File: src/rtl/cv32e40x_fencei_sequencer_pkg.sv
// Shared types for the fence.i sequencer: the sequence state encoding and
// the bundle of fetch-side controls that the sequencer produces.
package cv32e40x_fencei_sequencer_pkg;

    typedef enum logic [1:0] {
        FENCEI_IDLE    = 2'b00,
        FENCEI_DRAIN   = 2'b01,
        FENCEI_REQ     = 2'b10,
        FENCEI_RESTART = 2'b11
    } fencei_state_e;

    typedef struct packed {
        logic        halt;
        logic        kill_if;
        logic        pc_set;
        logic [31:0] pc;
    } fencei_seq_ctrl_t;

    // A sequence is in flight in every state except IDLE.
    function automatic logic fencei_busy(input fencei_state_e state);
        return state != FENCEI_IDLE;
    endfunction

endpackage

File: src/rtl/cv32e40x_fencei_sequencer_if.sv
// Signal bundle between the fence.i sequencer and its surroundings: the
// WB start pulse, LSU drain status, the fencei flush handshake with the
// fetch/cache logic, and the pipeline halt/kill/redirect controls.
interface cv32e40x_fencei_sequencer_if #(
    parameter int CNT_W = 16
);

    logic             fencei_start_i;
    logic [31:0]      fencei_pc_next_i;
    logic             lsu_busy_i;
    logic             fencei_flush_ack_i;
    logic             fencei_flush_req_o;
    logic             halt_o;
    logic             kill_if_o;
    logic             pc_set_o;
    logic [31:0]      pc_o;
    logic             busy_o;
    logic             timeout_o;
    logic [CNT_W-1:0] req_cnt_o;

    // The sequencer itself drives the flush request and pipeline controls.
    modport master (
        input  fencei_start_i,
        input  fencei_pc_next_i,
        input  lsu_busy_i,
        input  fencei_flush_ack_i,
        output fencei_flush_req_o,
        output halt_o,
        output kill_if_o,
        output pc_set_o,
        output pc_o,
        output busy_o,
        output timeout_o,
        output req_cnt_o
    );

    // The controller / LSU / fetch side that starts the sequence and acks.
    modport slave (
        output fencei_start_i,
        output fencei_pc_next_i,
        output lsu_busy_i,
        output fencei_flush_ack_i,
        input  fencei_flush_req_o,
        input  halt_o,
        input  kill_if_o,
        input  pc_set_o,
        input  pc_o,
        input  busy_o,
        input  timeout_o,
        input  req_cnt_o
    );

endinterface

File: src/rtl/cv32e40x_fencei_sequencer.sv
// fence.i sequencer: once a fence.i commits in WB, halt the younger
// pipeline, wait for the LSU to drain, run the fencei flush req/ack
// handshake with the fetch/cache logic, then redirect fetch to pc+4.
module cv32e40x_fencei_sequencer
    import cv32e40x_fencei_sequencer_pkg::*;
#(
    parameter int ACK_TIMEOUT = 0,
    parameter int CNT_W       = 16
) (
    input logic                         clk,
    input logic                         rst_n,
    cv32e40x_fencei_sequencer_if.master seq
);

    localparam logic [CNT_W-1:0] TIMEOUT_CNT = CNT_W'(ACK_TIMEOUT);

    fencei_state_e    state_q;
    fencei_state_e    state_d;
    fencei_seq_ctrl_t ctrl;
    logic [31:0]      pc_q;
    logic [CNT_W-1:0] req_cnt_q;
    logic [CNT_W-1:0] req_cnt_d;
    logic [CNT_W-1:0] req_cnt_inc;
    logic             req_cnt_sat;
    logic             accept_start;
    logic             flush_req;
    logic             timeout;

    // A start pulse only counts when no sequence is already running.
    assign accept_start = (state_q == FENCEI_IDLE) && seq.fencei_start_i;

    // State register.
    always_ff @(posedge clk or negedge rst_n) begin
        if (!rst_n) begin
            state_q <= FENCEI_IDLE;
        end else begin
            state_q <= state_d;
        end
    end

    // Redirect target and REQ-cycle counter.
    always_ff @(posedge clk or negedge rst_n) begin
        if (!rst_n) begin
            pc_q      <= '0;
            req_cnt_q <= '0;
        end else begin
            if (accept_start) begin
                pc_q <= seq.fencei_pc_next_i;
            end
            req_cnt_q <= req_cnt_d;
        end
    end

    // Counter clears on an accepted start and saturates while in REQ.
    always_comb begin
        req_cnt_inc = req_cnt_q + CNT_W'(1);
        req_cnt_sat = &req_cnt_q;
        req_cnt_d   = req_cnt_q;
        timeout     = 1'b0;
        if (accept_start) begin
            req_cnt_d = '0;
        end else if ((state_q == FENCEI_REQ) && !req_cnt_sat) begin
            req_cnt_d = req_cnt_inc;
            timeout   = (ACK_TIMEOUT > 0) && (req_cnt_inc == TIMEOUT_CNT);
        end
    end

    // Next-state and control decode; the flush request depends on state only.
    always_comb begin
        state_d   = state_q;
        ctrl      = '0;
        ctrl.pc   = pc_q;
        flush_req = 1'b0;
        case (state_q)
            FENCEI_IDLE: begin
                ctrl.halt = seq.fencei_start_i;
                if (seq.fencei_start_i) begin
                    state_d = FENCEI_DRAIN;
                end
            end
            FENCEI_DRAIN: begin
                ctrl.halt    = 1'b1;
                ctrl.kill_if = 1'b1;
                if (!seq.lsu_busy_i) begin
                    state_d = FENCEI_REQ;
                end
            end
            FENCEI_REQ: begin
                ctrl.halt = 1'b1;
                flush_req = 1'b1;
                if (seq.fencei_flush_ack_i) begin
                    state_d = FENCEI_RESTART;
                end
            end
            FENCEI_RESTART: begin
                ctrl.halt    = 1'b1;
                ctrl.kill_if = 1'b1;
                ctrl.pc_set  = 1'b1;
                state_d      = FENCEI_IDLE;
            end
            default: begin
                state_d = FENCEI_IDLE;
            end
        endcase
    end

    assign seq.fencei_flush_req_o = flush_req;
    assign seq.halt_o             = ctrl.halt;
    assign seq.kill_if_o          = ctrl.kill_if;
    assign seq.pc_set_o           = ctrl.pc_set;
    assign seq.pc_o               = ctrl.pc;
    assign seq.busy_o             = fencei_busy(state_q);
    assign seq.timeout_o          = timeout;
    assign seq.req_cnt_o          = req_cnt_q;

    // Once raised, the flush request may only fall after the ack is seen.
    a_req_stable : assert property (@(posedge clk) disable iff (!rst_n)
        (seq.fencei_flush_req_o && !seq.fencei_flush_ack_i) |=> seq.fencei_flush_req_o);

    // A redirect is always a single-cycle event.
    a_pc_set_single : assert property (@(posedge clk) disable iff (!rst_n)
        seq.pc_set_o |=> !seq.pc_set_o);

    // Younger instructions must never advance while a sequence is running.
    a_halt_when_busy : assert property (@(posedge clk) disable iff (!rst_n)
        seq.busy_o |-> seq.halt_o);

    // A second start while busy is dropped; flag it so the source is found.
    a_start_while_busy : assert property (@(posedge clk) disable iff (!rst_n)
        seq.busy_o |-> !seq.fencei_start_i)
        else $warning("fence.i start ignored while a sequence is in progress");

endmodule
File: src/flat_wrapper.sv
// flat-port wrapper written by rule: the top's interface ports become plain ports
module cv32e40x_fencei_sequencer_flat import cv32e40x_fencei_sequencer_pkg::*;
#(
    parameter int ACK_TIMEOUT = 0,
    parameter int CNT_W       = 16
)
  (clk, rst_n, seq_fencei_start_i, seq_fencei_pc_next_i, seq_lsu_busy_i, seq_fencei_flush_ack_i, seq_fencei_flush_req_o, seq_halt_o, seq_kill_if_o, seq_pc_set_o, seq_pc_o, seq_busy_o, seq_timeout_o, seq_req_cnt_o);
  cv32e40x_fencei_sequencer_if #(.CNT_W(CNT_W)) seq_i ();
  input logic clk;
  input logic rst_n;
  input wire logic [$bits(seq_i.fencei_start_i)-1:0] seq_fencei_start_i;
  input wire logic [$bits(seq_i.fencei_pc_next_i)-1:0] seq_fencei_pc_next_i;
  input wire logic [$bits(seq_i.lsu_busy_i)-1:0] seq_lsu_busy_i;
  input wire logic [$bits(seq_i.fencei_flush_ack_i)-1:0] seq_fencei_flush_ack_i;
  output wire logic [$bits(seq_i.fencei_flush_req_o)-1:0] seq_fencei_flush_req_o;
  output wire logic [$bits(seq_i.halt_o)-1:0] seq_halt_o;
  output wire logic [$bits(seq_i.kill_if_o)-1:0] seq_kill_if_o;
  output wire logic [$bits(seq_i.pc_set_o)-1:0] seq_pc_set_o;
  output wire logic [$bits(seq_i.pc_o)-1:0] seq_pc_o;
  output wire logic [$bits(seq_i.busy_o)-1:0] seq_busy_o;
  output wire logic [$bits(seq_i.timeout_o)-1:0] seq_timeout_o;
  output wire logic [$bits(seq_i.req_cnt_o)-1:0] seq_req_cnt_o;
  assign seq_i.fencei_start_i = seq_fencei_start_i;
  assign seq_i.fencei_pc_next_i = seq_fencei_pc_next_i;
  assign seq_i.lsu_busy_i = seq_lsu_busy_i;
  assign seq_i.fencei_flush_ack_i = seq_fencei_flush_ack_i;
  assign seq_fencei_flush_req_o = seq_i.fencei_flush_req_o;
  assign seq_halt_o = seq_i.halt_o;
  assign seq_kill_if_o = seq_i.kill_if_o;
  assign seq_pc_set_o = seq_i.pc_set_o;
  assign seq_pc_o = seq_i.pc_o;
  assign seq_busy_o = seq_i.busy_o;
  assign seq_timeout_o = seq_i.timeout_o;
  assign seq_req_cnt_o = seq_i.req_cnt_o;
  cv32e40x_fencei_sequencer #(.ACK_TIMEOUT(ACK_TIMEOUT), .CNT_W(CNT_W)) u_core (.clk(clk), .rst_n(rst_n), .seq(seq_i));
endmodule
File: config.mk
export PLATFORM = sky130hd
export DESIGN_NAME = cv32e40x_fencei_sequencer_flat
export DESIGN_NICKNAME = d
export VERILOG_FILES = /design/src/rtl/cv32e40x_fencei_sequencer_pkg.sv /design/src/rtl/cv32e40x_fencei_sequencer_if.sv /design/src/rtl/cv32e40x_fencei_sequencer.sv /design/src/flat_wrapper.sv
export SDC_FILE = /design/constraint.sdc
export NUM_CORES = 1
export LEC_CHECK = 0
export CAP_MARGIN = 20
export CORE_MARGIN = 10
export CORE_UTILIZATION = 35
export CTS_CLUSTER_DIAMETER = 80
export DETAILED_ROUTE_END_ITERATION = 8
export PLACE_DENSITY = 0.67
export SYNTH_ARGS = -nofsm -noshare
export SYNTH_HDL_FRONTEND = slang
export SYNTH_SLANG_ARGS = --single-unit
File: constraint.sdc
create_clock -name clk -period 4.7 [get_ports clk]
set_input_delay 0.705 -clock clk [delete_from_list [all_inputs] [get_ports clk]]
set_output_delay 0.705 -clock clk [all_outputs]
set_load 0.1 [all_outputs]
==> summary.txt, run 1 <==
GRT
  – Number of global-route vias before repair: 2134
  – Gr usage total: 12.0%
  – Grt total ovfl: 0
  – First-pass GRT wire length: 10200 um
  – Largest net degree at the start of global routing: 51
  – Initial antenna violation count: 0

Synth
  – Register bit count reported by yosys: 50
  – Seq/Total Area, Yosys: 54.4%
  – Synthesized Nets: 299
  – Async SR Flop Fraction: 100%
  – Most frequent cell after synthesis: nand2_1
  – Post-synth top cells: nand2_1 (112), dfrtp_1 (50), a21oi_1 (10)
  – Synthesized area per cell: 8.95 um^2
  – Dominant synthesized flop cell: dfrtp_1
  – Post-Syn Area: 2300 um^2
  – Yosys warns: 0
  – Netlist cell types: 34
  – Main area contributors after synthesis: dfrtp_1 (54%), nand2_1 (18%), ha_1 (2.7%), mux2i_1 (2.6%), a21oi_1 (2.2%)
  – Cells after Synth: 257
  – Yosys top cell area share: 54.4%
  – Post-synth top area cell: dfrtp_1
  – Number of flops mapped to enable cells by yosys: 0

Flow run
  – Max-cap violation count: 0

Critical path
  – Crit-path cells: clkdlybuf4s50_1 -> nand2b_1 -> clkdlybuf4s50_1
  – Critical Path RT: 3.99 ns
  – WS Path Type: input pin to primary output
  – Most used cell, CP: clkdlybuf4s50_1
  – Crit path max fanout: 3
  – CP max stage delay: 1.14 ns
  – Slowest cell on crit path: clkdlybuf4s50_1
  – Worst EP arrival: 2.47 ns
  – Setup crit end kind: primary output
  – Critical Path Source Type: input pin

Timing
  – Worst relative slew slack: 31.0%
  – Final worst path period share: 67.6%
  – Worst-case clock skew: 0.00661 ns
  – RSZ-0062 raised after global routing: false
  – Fin. max-slew vios: 0
  – Setup TNS: 0 ns
  – Fin crit period: 3.18 ns
  – Worst-margin pin slew: 1.03 ns
  – Final hold vios: 0
  – Final setup viols: 0
  – Max Clk Rate: 315 MHz

Floorplanning
  – Core box area: 6390 um^2
  – Die X-Extent: 101 um
  – Rows: 29
  – Die area: 10200 um^2
  – I/O pin cnt: 91
  – Chip height: 101 um
  – Initial Util: 36.0%

Clocking
  – Clock Tree Buf Depth: 2
  – Skew-Pair Late Insertion Delay: 0.31 ns
  – Number of hold buffers added after cts: 0
  – CTS tree: yes
  – Post-CTS Resized: 0
  – CTS Buf Count: 5
  – CTS root buf: clkbuf_8
  – # clock sinks: 50
  – Clock-pin slew on the worst setup and hold paths: 0.09 ns
  – H-tree depth: 2
  – Postcts setup bufs: 0

Place
  – Global placer's final weighted congestion: 0.794
  – Hpwl dp: 4530 um
  – Port Buffers: 89

Outcome
  – Status: completed

Worst hold path
  – Worst Hold Class: register to register

Detailed routing
  – Final ANT Viol Nets: 0
  – Drt total wl: 6330 um
  – Vias: 2047
  – Initial DRC Count: 60
  – Drt drc: 0
  – Via density: 4.85
  – Average wire per standard cell: 15.0 um
  – DRT Pass-1 Iters: 5

Final layout
  – Fraction of layout cells with a size suffix above 1: 5.51%
  – Antenna diodes: 0
  – Final #Nets: 386
  – Area growth, synth to finish: 47.5%
-- final cells by class --
class	instances	area (um^2)
clock inverters	3	68.8
fillers	600	2990
flip-flops and latches	50	1250
clock buffers	5	68.8
well taps	77	96.3
repair buffers	92	908
multi-input cells	191	986
inverters	4	15.0
-- critical path: cells and delay by family --
kind / cells / cell delay, ns
buffers and inverters: 2 / 1.63
and+or+nand+nor: 1 / 0.13
-- final timing paths --
path / start / cells past startpoint / slack (ns) / endpoint
setup / recovery: seq_fencei_start_i / 3 / 1.52 / seq_halt_o
min in group asynchronous: rst_n / 2 / 0.50 / u_core.seq.req_cnt_o[7]
setup reg to reg: u_core.state_q[0] / 6 / 2.60 / u_core.seq.req_cnt_o[8]
max in group asynchronous: rst_n / 2 / 3.76 / u_core.seq.pc_o[29]
hold / removal: u_core.seq.pc_o[6] / 2 / 0.48 / u_core.seq.pc_o[6]
hold reg to reg: u_core.seq.pc_o[6] / 2 / 0.48 / u_core.seq.pc_o[6]
-- layer usage --
layer,vias to the layer above,track usage [%],wire (um)
met2,63,19.8,3040
met1,957,13.5,2630
li1,1024,-,-
met5,-,0,0
met4,0,2.89,29
met3,3,6.17,622
-- placed cells by master (no fill, tap or decap), drive strengths merged --
master           n
nor4             2
nand3            8
inv              4
conb             1
mux2             1
dfrtp           50
a211oi           1
clkbuf           5
nand2b           7
bufinv           2
a31oi            3
and4             2
o41ai            1
a21boi           1
nand2          112
nand4            3
a21oi           10
a2111o           1
nor2             1
and2             1
ha               5
clkinv           1
or4              4
o21ai            4
o311ai           1
or2              2
o31ai            4
clkdlybuf4s50   88
mux2i            6
and3             2
buf              4
nor3             4
or3              4
-- through the flow --
stage	setup WS, ns	util (%)	cells	hold WS, ns	cell area, um^2
3_5_place_dp	1.51	51.0	414	0.463	3260
3_3_place_gp	1.52	51.0	414	0.457	3260
6_report	1.52	53.2	422	0.480	3390
2_1_floorplan	2.12	-	257	0.409	2300
5_1_grt	1.46	53.2	422	0.516	3390
4_1_cts	1.52	53.2	422	0.486	3390
-- registers in the layout, indices dropped and copies added (netlist names) --
name / flops
u_core.seq.pc_o: 32
u_core.state_q: 2
u_core.seq.req_cnt_o: 16
-- logic make-up after synthesis --
group                    share of synthesized area [%]
other                                            0.163
flip-flops                                        54.4
buffers and inverters                             2.77
multiplexers                                      3.10
AND/OR/NAND/NOR                                   29.8
AO/OA/AOI/OAI                                     7.07
adder cells (fa/ha/maj)                           2.72
Power of run 1 is left out: the tool's default activity adds up to more than one toggle a clock period on the data nets, which glitch-free logic cannot reach.
==> run 2, diff against run 1 <==
--- a/config.mk
+++ b/config.mk
@@ -10,7 +10,7 @@
 export CORE_UTILIZATION = 35
 export CTS_CLUSTER_DIAMETER = 80
 export DETAILED_ROUTE_END_ITERATION = 8
-export PLACE_DENSITY = 0.67
+export PLACE_DENSITY = 0.69
 export SYNTH_ARGS = -nofsm -noshare
 export SYNTH_HDL_FRONTEND = slang
 export SYNTH_SLANG_ARGS = --single-unit
==> constraint.sdc (replaced) <==
create_clock -name clk -period 2.6 [get_ports clk]
set_input_delay 0.39 -clock clk [delete_from_list [all_inputs] [get_ports clk]]
set_output_delay 0.39 -clock clk [all_outputs]
set_load 0.1 [all_outputs]
==> summary.txt, run 2 (synthesis gave the netlist of run 1 again) <==
Outcome
  – Status: completed

Critical path
  – Worst r2r dst: u_core.seq.req_cnt_o[8]
  – Critical Path RT: 2.83 ns (-1.16 ns)
  – Setup crit end kind: register
  – WS Path Type: register to register
  – Crit path capture: u_core.seq.req_cnt_o[8]
  – Crit path max fanout: 12 (+9)
  – R2R Setup Slk: 0.58 ns (-2.02 ns)
  – Critical Path Source Type: register
  – FF-to-FF path depth: 6 (unchanged)
  – Worst EP arrival: 2.24 ns (-0.23 ns)
  – Crit. Startpoint: u_core.state_q[0]
  – Reg2reg start: u_core.state_q[0]

Timing
  – RSZ-0062 raised after global routing: false
  – Final setup viols: 0 (unchanged)
  – Worst relative slew slack: 47.6% (+17 points)
  – Fin crit period: 2.02 ns
  – Worst-margin pin slew: 0.784 ns (-0.248 ns)
  – Setup TNS: 0 ns (unchanged)
  – Final worst path period share: 77.5%
  – Max Clk Rate: 496 MHz
  – Fin. max-slew vios: 0 (unchanged)
  – Worst-case clock skew: 0.00884 ns (+0.00223 ns)
  – Final hold vios: 0 (unchanged)

Floorplanning
  – Core box area: 6390 um^2 (unchanged)
  – Rows: 29 (unchanged)
  – Initial Util: 36.0% (unchanged)
  – Chip height: 101 um (unchanged)
  – I/O pin cnt: 91 (unchanged)
  – Die X-Extent: 101 um (unchanged)
  – Die area: 10200 um^2 (unchanged)

Place
  – Port Buffers: 89 (unchanged)
  – Global placer's final weighted congestion: 0.817 (+2.9%)
  – Hpwl dp: 4800 um (+6.0%)
  – Dpl cells: 418 (+0.97%)

Clocking
  – Post-CTS Resized: 0 (unchanged)
  – CTS Buf Count: 5 (unchanged)
  – Skew-Pair Late Insertion Delay: 0.30 ns (about the same)
  – Clock Tree Buf Depth: 2 (unchanged)
  – Number of hold buffers added after cts: 0 (unchanged)
  – CTS tree: yes
  – # clock sinks: 50 (unchanged)
  – CTS root buf: clkbuf_8
  – Postcts setup bufs: 0 (unchanged)
  – Clock-pin slew on the worst setup and hold paths: 0.09 ns (about the same)
  – H-tree depth: 2 (unchanged)

Final layout
  – Final #Nets: 390 (+1.0%)
  – Leading cell types in the layout, fill and taps excluded: nand2_1 (112), buf_4 (59), dfrtp_1 (50)
  – Fraction of layout cells with a size suffix above 1: 21.8% (+16 points)
  – Antenna diodes: 0 (unchanged)
  – Max reg flops: 32 (unchanged)
  – Area growth, synth to finish: 41.8%
  – Final cell count without fillers: 426 (+0.95%)
  – Most common cell after layout, fill and taps aside: nand2_1

GRT
  – Gr usage total: 11.9% (-0.17 points)
  – First-pass GRT wire length: 10000 um (-1.2%)
  – Initial antenna violation count: 0 (unchanged)
  – Grt total ovfl: 0 (unchanged)
  – Largest net degree at the start of global routing: 28 (-45%)
  – Number of global-route vias before repair: 2109 (-1.2%)

Flow run
  – Max-cap violation count: 0 (unchanged)

Detailed routing
  – Drt total wl: 6160 um (-2.7%)
  – Final ANT Viol Nets: 0 (unchanged)
  – Initial DRC Count: 74 (+23%)
  – Via density: 4.78 (-1.4%)
  – Vias: 2037 (-0.49%)
  – Average wire per standard cell: 14.5 um (-3.6%)
  – Drt drc: 0 (unchanged)
  – DRT Pass-1 Iters: 4 (-1)

Worst hold path
  – Worst Hold Class: input pin to asynchronous set/reset pin
-- run 2: area by class of cell --
cell class	count	area, um^2
fill	618	3120
timing repair buffer	96	818
inverter	4	15.0
multi-input combinational	191	986
clock inverter	2	12.5
tap	77	96.3
sequential	50	1250
clock buffer	6	82.6
-- run 2: through the flow --
| stage | instance area (um^2) | setup slack, ns | util [%] | hold slack [ns] |
|---|---|---|---|---|
| finish | 3260 | 0.585 | 51.1 | 0.0948 |
| global route | 3260 | 0.427 | 51.1 | 0.128 |
| CTS | 3260 | 0.592 | 51.1 | 0.114 |
| detailed placement | 3170 | 0.541 | 49.6 | 0.449 |
| global placement | 3170 | 0.591 | 49.6 | 0.445 |
| floorplan | 2300 | 0.0211 | - | 0.0944 |
-- run 2: worst min-delay path by stage --
stage	slack, ns	from	depth (start not counted)	to
3_5_place_dp	0.45	rst_n	1	u_core.seq.req_cnt_o[11]
3_3_place_gp	0.45	rst_n	1	u_core.seq.req_cnt_o[11]
6_report	0.09	rst_n	1	u_core.seq.pc_o[24]
2_1_floorplan	0.09	rst_n	0	u_core.seq.pc_o[0]
4_1_cts	0.11	rst_n	1	u_core.seq.req_cnt_o[3]
5_1_grt	0.13	rst_n	1	u_core.seq.pc_o[27]
-- run 2: worst max-delay path, cell delays in order, from the launching register on --
cell and delay (ns):
dfrtp_1 0.41, inv_1 0.11, ha_1 0.39, nand2_1 0.08
or3_1 0.38, or3_2 0.42, a21oi_1 0.15
-- run 2: per-layer routing --
layer / part of all wire, % / vias to the layer above / GRT usage, %
li1: - / 1033 / -
met1: 42 / 941 / 13.4
met2: 48 / 58 / 19.5
met3: 9.5 / 5 / 5.97
met4: 0.62 / 0 / 2.89
met5: 0 / - / 0
Power of run 2 is left out for the same reason.
==> run 3, diff against run 2 <==
--- a/config.mk
+++ b/config.mk
@@ -10,7 +10,7 @@
 export CORE_UTILIZATION = 35
 export CTS_CLUSTER_DIAMETER = 80
 export DETAILED_ROUTE_END_ITERATION = 8
-export PLACE_DENSITY = 0.69
+export PLACE_DENSITY = 0.67
 export SYNTH_ARGS = -nofsm -noshare
 export SYNTH_HDL_FRONTEND = slang
 export SYNTH_SLANG_ARGS = --single-unit
==> constraint.sdc (replaced) <==
create_clock -name clk -period 2 [get_ports clk]
set_input_delay 0.3 -clock clk [delete_from_list [all_inputs] [get_ports clk]]
set_output_delay 0.3 -clock clk [all_outputs]
set_load 0.1 [all_outputs]
==> summary.txt, run 3 (synthesis gave the netlist of run 1 again) <==
Clocking
  – Postcts setup bufs: 0 (unchanged)
  – CTS tree: yes
  – # clock sinks: 50 (unchanged)
  – H-tree depth: 2 (unchanged)
  – Clock-pin slew on the worst setup and hold paths: 0.09 ns (about the same)
  – Post-CTS Resized: 0 (unchanged)
  – CTS root buf: clkbuf_8
  – Clock Tree Buf Depth: 2 (unchanged)
  – Number of hold buffers added after cts: 1 (+1)
  – Skew-Pair Late Insertion Delay: 0.30 ns (about the same)
  – CTS Buf Count: 5 (unchanged)

Detailed routing
  – DRT Pass-1 Iters: 6 (+2)
  – Drt total wl: 6210 um (+0.84%)
  – Drt drc: 0 (unchanged)
  – Average wire per standard cell: 14.5 um (+0.37%)
  – Vias: 2076 (+1.9%)
  – Initial DRC Count: 88 (+19%)
  – Final ANT Viol Nets: 0 (unchanged)
  – Via density: 4.85 (+1.4%)

Timing
  – Worst-margin pin slew: 0.550 ns (-0.235 ns)
  – Setup TNS: 0 ns (unchanged)
  – RSZ-0062 raised after global routing: false
  – Fin crit period: 1.84 ns (-0.171 ns)
  – Final setup viols: 0 (unchanged)
  – Final hold vios: 0 (unchanged)
  – Worst relative slew slack: 63.4% (+16 points)
  – Max Clk Rate: 542 MHz (+9.3%)
  – Worst-case clock skew: 0.00625 ns (-0.00259 ns)
  – Hold Slack: 0.482 ns (+0.387 ns)
  – Final worst path period share: 92.2% (+15 points)
  – Fin. max-slew vios: 0 (unchanged)

Final layout
  – Most common cell after layout, fill and taps aside: nand2_1
  – Fraction of layout cells with a size suffix above 1: 27.4% (+5.6 points)
  – Leading cell types in the layout, fill and taps excluded: nand2_1 (112), buf_4 (53), clkdlybuf4s50_1 (35)
  – Area growth, synth to finish: 48.6%
  – Util after Layout: 53.5% (+2.5 points)
  – Antenna diodes: 0 (unchanged)
  – Design area: 3420 um^2 (+4.8%)
  – Max reg flops: 32 (unchanged)
  – Final #Nets: 392 (+0.51%)

Place
  – Port Buffers: 89 (unchanged)
  – Hpwl dp: 4730 um (-1.6%)
  – Placed inst area: 3310 um^2 (+4.7%)
  – Global placer's final weighted congestion: 0.838 (+2.6%)

Critical path
  – Critical Path RT: 2.22 ns (-0.61 ns)
  – Crit path max fanout: 6 (-6)
  – Critical Path Source Type: register
  – Setup crit end kind: register
  – WS Path Type: register to register
  – Worst EP arrival: 2.07 ns (-0.17 ns)

GRT
  – Number of global-route vias before repair: 2057 (-2.5%)
  – Largest net degree at the start of global routing: 41 (+46%)
  – Gr usage total: 12.2% (+0.30 points)
  – Grt total ovfl: 0 (unchanged)
  – First-pass GRT wire length: 10300 um (+2.7%)
  – Initial antenna violation count: 0 (unchanged)

Floorplanning
  – Initial Util: 36.0% (unchanged)
  – Die X-Extent: 101 um (unchanged)
  – Rows: 29 (unchanged)
  – Die area: 10200 um^2 (unchanged)
  – Core box area: 6390 um^2 (unchanged)
  – Chip height: 101 um (unchanged)
  – I/O pin cnt: 91 (unchanged)

Worst hold path
  – Worst Hold Class: register to register

Outcome
  – Status: completed

Flow run
  – Max-cap violation count: 0 (unchanged)
[run 3: layout make-up]
class	count	area, um^2
clock buffer	6	82.6
clock inverter	2	12.5
fill	608	2970
inverter	4	15.0
multi-input combinational	191	1000
sequential	50	1290
tap	77	96.3
timing repair buffer	98	923
[run 3: path summary, 6_finish.rpt]
| path | startpoint | endpoint | slack (ns) | cells past startpoint |
|---|---|---|---|---|
| min in group asynchronous | rst_n | u_core.seq.pc_o[9] | 0.51 | 2 |
| setup / recovery | u_core.seq.req_cnt_o[0] | u_core.seq.req_cnt_o[8] | 0.16 | 5 |
| hold reg to reg | u_core.seq.pc_o[6] | u_core.seq.pc_o[6] | 0.48 | 2 |
| setup reg to reg | u_core.seq.req_cnt_o[0] | u_core.seq.req_cnt_o[8] | 0.16 | 5 |
| max in group asynchronous | rst_n | u_core.seq.req_cnt_o[1] | 0.92 | 3 |
| hold / removal | u_core.seq.pc_o[6] | u_core.seq.pc_o[6] | 0.48 | 2 |
[run 3: per-layer routing]
layer	wire [um]	global-route usage, %
met1	2620	14.6
met5	0	0
met4	56	3.22
met2	2860	19.0
met3	673	5.90
[run 3: critical path, stage by stage (launching register included)]
cell	delay, ns
dfrtp_4	0.45
ha_1	0.19
nand3_1	0.12
or3_1	0.44
or3_2	0.43
a21oi_1	0.15
[run 3: stage by stage]
| stage | cells | setup slack (ns) |
|---|---|---|
| 2_1_floorplan | 257 | -0.0168 |
| 3_3_place_gp | 419 | 0.220 |
| 3_5_place_dp | 419 | 0.168 |
| 4_1_cts | 428 | 0.146 |
| 5_1_grt | 428 | 0.0265 |
| 6_report | 428 | 0.156 |
Power of run 3 is left out for the same reason.
